==> src/rtl/tlb_op_ctrl_pkg.sv <==
// Shared encodings for the TLB instruction controller: op types, FSM states
// and the CP0 Index value produced by a TLBP search.
package tlb_op_ctrl_pkg;

    // TLB instruction type as presented by the WB stage
    localparam logic [1:0] OpNone  = 2'b00;
    localparam logic [1:0] OpTlbp  = 2'b01;
    localparam logic [1:0] OpTlbr  = 2'b10;
    localparam logic [1:0] OpTlbwi = 2'b11;

    // Controller states (binary encoded)
    localparam logic [2:0] StIdle    = 3'd0;
    localparam logic [2:0] StReq     = 3'd1;
    localparam logic [2:0] StCommit  = 3'd2;
    localparam logic [2:0] StWrite   = 3'd3;
    localparam logic [2:0] StRefetch = 3'd4;

    // CP0 Index after TLBP: bit 31 is the probe-failure flag, the index field
    // is cleared on a miss. idx must arrive zero-extended.
    function automatic logic [31:0] tlbp_index_val(input logic hit, input logic [31:0] idx);
        return {~hit, hit ? idx[30:0] : 31'd0};
    endfunction

endpackage

==> src/rtl/tlb_op_ctrl.sv <==
// Sequences committed TLBP / TLBR / TLBWI instructions from WB: issues the
// search/read to the TLB, writes the result into CP0, and for instructions
// that change the address mapping forces a flush and refetch at pc+4.
module tlb_op_ctrl
    import tlb_op_ctrl_pkg::*;
#(
    parameter int unsigned TLBNUM  = 16,
    parameter int unsigned ENTRY_W = 78,
    localparam int unsigned IW     = $clog2(TLBNUM)
) (
    input  logic               clk,
    input  logic               rst,
    input  logic               op_valid,
    input  logic [1:0]         op_type,
    input  logic [31:0]        op_pc,
    output logic               op_ready,
    output logic               busy,
    output logic               tlb_req,
    output logic               tlb_req_is_read,
    input  logic               tlb_rsp_valid,
    input  logic               tlb_rsp_hit,
    input  logic [IW-1:0]      tlb_rsp_index,
    input  logic [ENTRY_W-1:0] tlb_rsp_entry,
    output logic               tlb_we,
    output logic               tlbp_wen,
    output logic [31:0]        tlbp_index,
    output logic               tlbr_wen,
    output logic [ENTRY_W-1:0] tlbr_entry,
    output logic               refetch,
    output logic [31:0]        refetch_pc
);

    logic [2:0]         state_q, state_d;
    logic [1:0]         type_q;
    logic [31:0]        refetch_pc_q;
    logic [31:0]        tlbp_index_q;
    logic [ENTRY_W-1:0] tlbr_entry_q;
    logic               accept;
    logic               rsp_take;

    assign accept   = op_valid && (state_q == StIdle) && (op_type != OpNone);
    // Responses are only meaningful while a request is outstanding
    assign rsp_take = (state_q == StReq) && tlb_rsp_valid;

    // Next-state decode
    always_comb begin
        state_d = state_q;
        case (state_q)
            StIdle: begin
                if (accept) begin
                    state_d = (op_type == OpTlbwi) ? StWrite : StReq;
                end
            end
            StReq: begin
                if (tlb_rsp_valid) begin
                    state_d = StCommit;
                end
            end
            StCommit:  state_d = (type_q == OpTlbr) ? StRefetch : StIdle;
            StWrite:   state_d = StRefetch;
            StRefetch: state_d = StIdle;
            default:   state_d = StIdle;
        endcase
    end

    // State and captured operands; reset wins over everything, dropping any response
    always_ff @(posedge clk) begin
        if (rst) begin
            state_q      <= StIdle;
            type_q       <= OpNone;
            refetch_pc_q <= 32'd0;
            tlbp_index_q <= 32'd0;
            tlbr_entry_q <= '0;
        end else begin
            state_q <= state_d;
            if (accept) begin
                type_q       <= op_type;
                refetch_pc_q <= op_pc + 32'd4;
            end
            if (rsp_take) begin
                if (type_q == OpTlbp) begin
                    tlbp_index_q <= tlbp_index_val(tlb_rsp_hit, 32'(tlb_rsp_index));
                end
                if (type_q == OpTlbr) begin
                    tlbr_entry_q <= tlb_rsp_entry;
                end
            end
        end
    end

    // Outputs decoded from the current state; each strobe owns a distinct state
    always_comb begin
        op_ready        = (state_q == StIdle);
        busy            = (state_q != StIdle);
        tlb_req         = (state_q == StReq);
        tlb_req_is_read = (state_q == StReq) && (type_q == OpTlbr);
        tlbp_wen        = (state_q == StCommit) && (type_q == OpTlbp);
        tlbr_wen        = (state_q == StCommit) && (type_q == OpTlbr);
        tlb_we          = (state_q == StWrite);
        refetch         = (state_q == StRefetch);
        tlbp_index      = tlbp_index_q;
        tlbr_entry      = tlbr_entry_q;
        refetch_pc      = refetch_pc_q;
    end

endmodule

==> config.mk <==
export PLATFORM = sky130hd
export DESIGN_NAME = tlb_op_ctrl
export DESIGN_NICKNAME = d
export VERILOG_FILES = /design/src/rtl/tlb_op_ctrl_pkg.sv /design/src/rtl/tlb_op_ctrl.sv
export SDC_FILE = /design/constraint.sdc
export NUM_CORES = 1
export LEC_CHECK = 0
export CAP_MARGIN = 40
export CORE_AREA = 2 2 134 136
export CTS_BUF_LIST = sky130_fd_sc_hd__clkbuf_8
export CTS_CLUSTER_DIAMETER = 150
export DETAILED_ROUTE_END_ITERATION = 7
export DIE_AREA = 0 0 136 138
export GPL_TIMING_DRIVEN = 1
export SETUP_SLACK_MARGIN = 0.05
export SYNTH_ARGS = -nofsm -noshare
export SYNTH_HDL_FRONTEND = slang
export SYNTH_SLANG_ARGS = --single-unit
==> constraint.sdc <==
create_clock -name clk -period 2.4 [get_ports clk]
set_input_delay 0.48 -clock clk [delete_from_list [all_inputs] [get_ports clk]]
set_output_delay 0.48 -clock clk [all_outputs]
set_load 0.02 [all_outputs]
==> results by group, run 1 <==
GRT
  – Vias in the first global route: 4,644
  – Total gr overflow: 0
  – First-pass GRT wire length: 24,900 microns
  – Largest net degree at the start of global routing: 51
  – Total global-route track usage: 0.168
  – Initial antenna violation count: 0

Placed design
  – Pre-CTS setup slack: -0.211 ns
  – Dpl hpwl: 11,800 microns
  – Area after DPL: 0.00791 sq mm
  – Port bufs: 243
  – Gpl congestion: 0.836

Clock tree
  – Clock Path Buffers: 2
  – CTS clock-pin slew for the worst setup and hold paths: 0.07 ns
  – Sink Count: 120
  – TritonCTS clock tree: built
  – Clk root buf: clkbuf_8
  – Clock Latency Late Sink: 0.43 ns
  – Number of buffers created by CTS: 17
  – H-tree Lvls: 4

Yosys
  – Leading cell types by total area after synthesis: dfxtp_1 (47%), nand2_1 (13%), a21oi_1 (8.8%)
  – Syn Inst Count: 636
  – Cell variety after synth: 39
  – Avg Inst Size Synth: 8.00 sq um
  – Most frequent cells after synthesis: nand2_1 (178), dfxtp_1 (120), a21oi_1 (89), nor2_1 (35), buf_4 (32)
  – Synth async-reset ratio: 0
  – Synth warnings: 0
  – Most numerous cell in the Yosys netlist: nand2_1
  – Synth top area share: 0.472
  – Post-synth EDFFs: 0
  – Synth Cell Area: 0.00509 sq mm
  – Flops & latches, synth: 120
  – Sequential-to-total area share from yosys stat: 0.472
  – Leading area contributor after synthesis: dfxtp_1
  – Top_reg_cell synth: dfxtp_1

STA
  – Slew @ Worst Pin: 0.605 ns
  – Tmin final: 2.17 ns
  – Final setup TNS: 0 ns
  – Final hold vios: 0
  – Slew headroom: 0.597
  – RSZ-0062 raised after global routing: false
  – Period utilisation layout: 0.903
  – Final slew viol count: 0
  – Final worst slack: 0.234 ns
  – Worst hold slack: 0.453 ns
  – Achievable frequency: 462 MHz
  – Endpoints failing setup: 0
  – Worst Skew: 0.0105 ns

Drt
  – Antenna Violating Nets Remaining: 0
  – Residual DRC count: 0
  – WL per Instance: 14.1 microns
  – Via count: 5,147
  – Drt first-iter violations: 181
  – DR pass1 iterations: 4
  – Vias per Instance: 4.51
  – WL final: 16,100 microns

Critical path
  – Crit. End Element: flip-flop
  – Crit Path Max Fanout: 9
  – R2r endpoint: tlbr_entry[5]
  – Crit path launch: op_pc[8]
  – Arrival @ worst endpoint: 2.51 ns
  – Setup CP Type: input pin to flip-flop
  – Worst reg2reg path startpoint: state_q[0]
  – Worst EP required: 2.74 ns
  – Worst reg2reg path depth: 6
  – Worst Setup Start Kind: input pin
  – Worst setup path endpoint: refetch_pc[23]
  – FF-to-FF setup slack: 0.59 ns

Layout
  – Layout area overhead: 63.4%
  – Final Cell Area: 0.00831 sq mm
  – Fill cells: 1,735
  – Seq. cell area: 0.00240 sq mm
  – Layout cell share with drive strength beyond 1: 0.102
  – Layout net count: 1,020
  – Multi-input gate area: 0.00237 sq mm
  – Ant diodes: 0

Power and ir drop
  – Seq pwr share: 0.445
  – Internal power: 3.42 mW
  – Combinational power share: 0.167
  – Sw Ratio: 0.275
  – Total power: 4.71 mW
  – Leakage: 2.93 nW
  – VDD IR max: 0.000305 V
  – Power per cell area: 566 mW/mm^2
  – Clock Power Share: 0.388
  – Psw: 1.29 mW

Floorplan
  – I/O Pins: 271
  – Core Area: 0.0175 sq mm
  – Starting density of the core: 0.290
  – Die span in y: 138 microns
  – DIE WIDTH: 136 microns
  – Die area: 0.0188 sq mm
  – Num rows: 49

Worst hold path
  – HP Class: flip-flop to flip-flop

Flow run
  – Max cap viols: 0

Run status
  – Status: complete, no violations
-- metal layers --
layer / part of all wire / track usage / up-vias
met5: 0 / 0 / -
met4: 0.020 / 0.0636 / 0
met3: 0.087 / 0.0576 / 22
met2: 0.46 / 0.270 / 185
met1: 0.44 / 0.207 / 2278
li1: - / - / 2662
-- registers in the layout, indices dropped and copies added (netlist names) --
| register | count |
|---|---|
| tlbr_entry | 78 |
| state_q | 3 |
| refetch_pc | 32 |
| type_q | 2 |
| tlbp_index | 5 |
-- power groups by stage --
| stage | sequential, mW | clock, mW | combinational [mW] |
|---|---|---|---|
| 2_1_floorplan | 2.21 | 0 | 0.296 |
| 3_3_place_gp | 2.14 | 0 | 0.791 |
| 3_5_place_dp | 2.14 | 0 | 0.792 |
| 4_1_cts | 2.10 | 1.90 | 0.794 |
| 5_1_grt | 2.11 | 2.00 | 0.850 |
| 6_report | 2.10 | 1.83 | 0.788 |
-- through the flow --
step,util,std cells
after floorplan,-,662
after global placement,0.451,1108
after detailed placement,0.451,1108
after CTS,0.474,1140
after global routing,0.474,1140
final,0.474,1140
-- cells in the final DEF, fill, tap and decap left out, drive strengths merged, types with 7 or more instances in the layout --
cell type      netlist  layout
clkbuf              22      18
a311oi              10      10
nor4                15      15
buf                 48      45
nand3               22      22
nor3                 7       7
dfxtp              120     120
nor2                35      35
conb                 1      27
clkdlybuf4s50        0     235
a211oi              20      20
a21oi               89      89
and4                10      10
or4                  7       7
nand2              178     178
inv                  5       7
-- critical path, cell delays in order --
cell and delay [ns]:
clkdlybuf4s50_1 0.50, nand4_2 0.18, or4_1 0.64, or4_1 0.46, a311oi_2 0.24
-- area by class of cell --
class | instances | share of cell area
flip-flops and latches | 120 | 0.289
clock inverters | 14 | 0.0179
multi-input cells | 467 | 0.285
clock buffers | 18 | 0.0298
inverters | 5 | 0.00226
well taps | 229 | 0.0345
repair buffers | 287 | 0.341
-- logic make-up after synthesis --
kind of cell    Yosys count  share of synthesized area
simple gates            299                      0.270
compound gates          129                      0.153
flops                   120                      0.472
buf+inv                  75                     0.0829
xor+xnor                 11                     0.0189
fa+ha+maj                 1                    0.00246
other cells               1                   0.000737
-- worst min path at each step --
stage / startpoint / endpoint / slack [ns] / depth (start not counted)
6_report: tlbp_index[0] / tlbp_index[0] / 0.45 / 2
5_1_grt: tlbr_entry[11] / tlbr_entry[11] / 0.47 / 2
4_1_cts: tlbr_entry[32] / tlbr_entry[32] / 0.46 / 2
3_5_place_dp: tlbr_entry[29] / tlbr_entry[29] / 0.45 / 2
3_3_place_gp: tlbr_entry[76] / tlbr_entry[76] / 0.44 / 2
2_1_floorplan: type_q[0] / type_q[0] / 0.45 / 2
-- repair_timing --
item                                    4_1_cts  5_1_grt
endpoints found under the setup margin        6        4
gates resized for setup                       5        4
hold buffers                                  0        0
buffers inserted                              0        0
Power figures use the tool's default switching activity.
==> run 2, diff against run 1 <==
Settings changed: CELL_PAD_IN_SITES_DETAIL_PLACEMENT set to 1, CELL_PAD_IN_SITES_GLOBAL_PLACEMENT set to 2, CORE_AREA 2 2 134 136 to 2 2 159 161, DIE_AREA 0 0 136 138 to 0 0 161 163, PLACE_DENSITY_LB_ADDON set to 0.1, SLEW_MARGIN set to 20.
Clock period 2.4 ns to 2.1 ns, I/O delays scaled along.
==> run 2 against run 1 <==
Sequential power up 14%. Setup slack worse by 0.14 ns. Clock power up 23%. Final cell count up 10%. Combinational power up 19%. Critical path depth up 1. Sequential cell count unchanged. Largest cell class unchanged. Largest power group unchanged. Die area up 40%. Global-route usage down 1.8 points. Wire length up 24%. Count of clock-buffer cells in the layout unchanged.
==> results by group, run 2 (same netlist as run 1, synthesis figures left out) <==
Run status
  – Status: complete, no violations

Floorplan
  – Num rows: 58 (+18%)
  – Starting density of the core: 0.206 (-0.0840)
  – DIE WIDTH: 161 microns (+18%)
  – Die span in y: 163 microns (+18%)
  – Die area: 0.0262 sq mm (+40%)
  – I/O Pins: 271 (unchanged)
  – Core Area: 0.0247 sq mm (+41%)

Critical path
  – Crit. End Element: flip-flop
  – CP max-delay cell: or4_4
  – Arrival @ worst endpoint: 2.36 ns (-0.15 ns)
  – Worst Setup Start Kind: input pin
  – Crit Path Max Fanout: 2 (-7)
  – Crit path largest cell delay: 0.50 ns (-0.14 ns)
  – Cells along the critical path: clkdlybuf4s50_1 -> ha_2 -> nand4_2 -> or4_4 -> or3_1 -> a311oi_1
  – Setup CP Type: input pin to flip-flop
  – Worst EP required: 2.45 ns (-0.29 ns)

Layout
  – Final Util: 0.349 (-0.126)
  – Commonest non-fill, non-tap cell in the layout: clkdlybuf4s50_1
  – Fin cells: 1,258 (+10%)
  – Layout cell share with drive strength beyond 1: 0.134 (+0.0317)
  – Layout area overhead: 69.0%
  – Largest register FFs: 78 (unchanged)
  – Layout net count: 1,036 (+1.6%)
  – Fill cells: 2,924 (+69%)
  – Most used cells in the layout excluding fill and tap cells: clkdlybuf4s50_1 (234), nand2_1 (178), dfxtp_1 (119)

Power and ir drop
  – Total power: 5.58 mW (+19%)
  – Power per cell area: 649 mW/mm^2 (+15%)
  – Combinational power share: 0.168 (about the same)
  – Psw: 1.55 mW (+19%)
  – Sw Ratio: 0.277 (+0.00205)
  – Leakage: 2.99 nW (+2.0%)
  – VDD IR max: 0.000331 V (+8.3%)
  – Internal power: 4.04 mW (+18%)
  – Seq pwr share: 0.430 (-0.015)
  – Clock Power Share: 0.402 (+0.014)

Clock tree
  – CTS clock-pin slew for the worst setup and hold paths: 0.08 ns (about the same)
  – Clock Path Buffers: 2 (unchanged)
  – TritonCTS clock tree: built
  – Number of buffers created by CTS: 17 (unchanged)
  – Post-CTS Setup Inserts: 0 (unchanged)
  – Clk root buf: clkbuf_8
  – CTS Hold Bufs: 0 (unchanged)
  – Clock Latency Late Sink: 0.44 ns (about the same)
  – H-tree Lvls: 4 (unchanged)
  – Sink Count: 120 (unchanged)

GRT
  – Vias in the first global route: 5,688 (+22%)
  – Total gr overflow: 0 (unchanged)
  – First-pass GRT wire length: 31,000 microns (+25%)
  – Total global-route track usage: 0.150 (-0.0182)
  – Largest net degree at the start of global routing: 51 (unchanged)
  – Initial antenna violation count: 1 (+1)

Drt
  – Antenna Violating Nets Remaining: 0 (unchanged)
  – Residual DRC count: 0 (unchanged)
  – WL final: 20,000 microns (+24%)
  – DR pass1 iterations: 4 (unchanged)
  – Drt first-iter violations: 179 (-1.1%)
  – WL per Instance: 15.9 microns (+12%)
  – Via count: 5,483 (+6.5%)
  – Vias per Instance: 4.36 (-3.5%)

Placed design
  – Dpl hpwl: 15,000 microns (+28%)
  – Placed Cells: 1,225 (+11%)
  – Port bufs: 243 (unchanged)
  – Gpl congestion: 0.791 (-5.3%)

STA
  – Slew headroom: 0.568 (-0.0290)
  – Achievable frequency: 498 MHz
  – Final slew viol count: 0 (unchanged)
  – Tmin final: 2.01 ns
  – Worst Skew: 0.0115 ns (+0.00100 ns)
  – Endpoints failing setup: 0 (unchanged)
  – Final hold vios: 0 (unchanged)
  – Slew @ Worst Pin: 0.648 ns (+0.0434 ns)
  – RSZ-0062 raised after global routing: true
  – Period utilisation layout: 0.957

Worst hold path
  – HP Class: flip-flop to flip-flop

Flow run
  – Max cap viols: 0 (unchanged)
-- run 2: cell types whose count changed in the layout (fill, tap and decap cells not counted), sizes merged --
cell	change
buf	+17
bufinv	+1
clkbuf	+5
clkdlybuf4s50	-1
diode	+1
dlygate4sd2	-2
dlymetal6s2s	-3
inv	-1
-- run 2: area by class of cell --
type | instances | area (sq um) | share of cell area
multi-input cells | 467 | 2400 | 0.280
well taps | 330 | 413 | 0.0480
clock buffers | 18 | 248 | 0.0288
flip-flops and latches | 120 | 2400 | 0.279
repair buffers | 303 | 2940 | 0.342
clock inverters | 14 | 174 | 0.0202
inverters | 5 | 18.8 | 0.00218
diodes | 1 | 2.50 | 0.000291
-- run 2: final timing paths --
check | startpoint | slack (ns) | cells past startpoint | endpoint
max reg2reg | state_q[0] | 0.39 | 6 | tlbr_entry[6]
min reg2reg | tlbr_entry[55] | 0.46 | 2 | tlbr_entry[55]
max | op_pc[2] | 0.09 | 6 | refetch_pc[18]
min | tlbr_entry[55] | 0.46 | 2 | tlbr_entry[55]
-- run 2: metrics by stage --
step	TNS, ns	hold slack, ns	cell area (sq um)	setup slack (ns)
2_1_floorplan	0	0.445	5200	0.128
3_5_place_dp	-5.20	0.449	8180	-0.506
5_1_grt	0	0.480	8600	0.0281
4_1_cts	0	0.459	8600	0.0409
6_report	0	0.457	8600	0.0913
3_3_place_gp	-4.27	0.442	8180	-0.400
-- run 2: power by group through the flow --
stage	Combinational [mW]	Clock [mW]	Sequential, mW
4_1_cts	0.948	2.34	2.40
3_3_place_gp	0.937	0	2.45
5_1_grt	1.01	2.45	2.41
6_report	0.935	2.25	2.40
2_1_floorplan	0.339	0	2.53
3_5_place_dp	0.948	0	2.45
-- run 2: per-layer routing --
metal,share of wire,GRT usage,vias up,wire length (microns)
met4,0.018,0.0467,0,350
met5,0,0,-,0
met3,0.053,0.0418,20,1060
met2,0.50,0.260,163,10000
li1,-,-,2684,-
met1,0.43,0.180,2616,8510
-- run 2: critical path, delay by kind of cell --
family | cells | cell delay [ns]
simple gates | 3 | 0.99
buf+inv | 1 | 0.49
compound gates | 1 | 0.26
fa+ha+maj | 1 | 0.20
-- run 2: what timing repair did --
action                                  4_1_cts  5_1_grt
endpoints found under the setup margin       12       12
resized for setup                            17       16
cloned                                        0        0
pin swaps                                     0        0
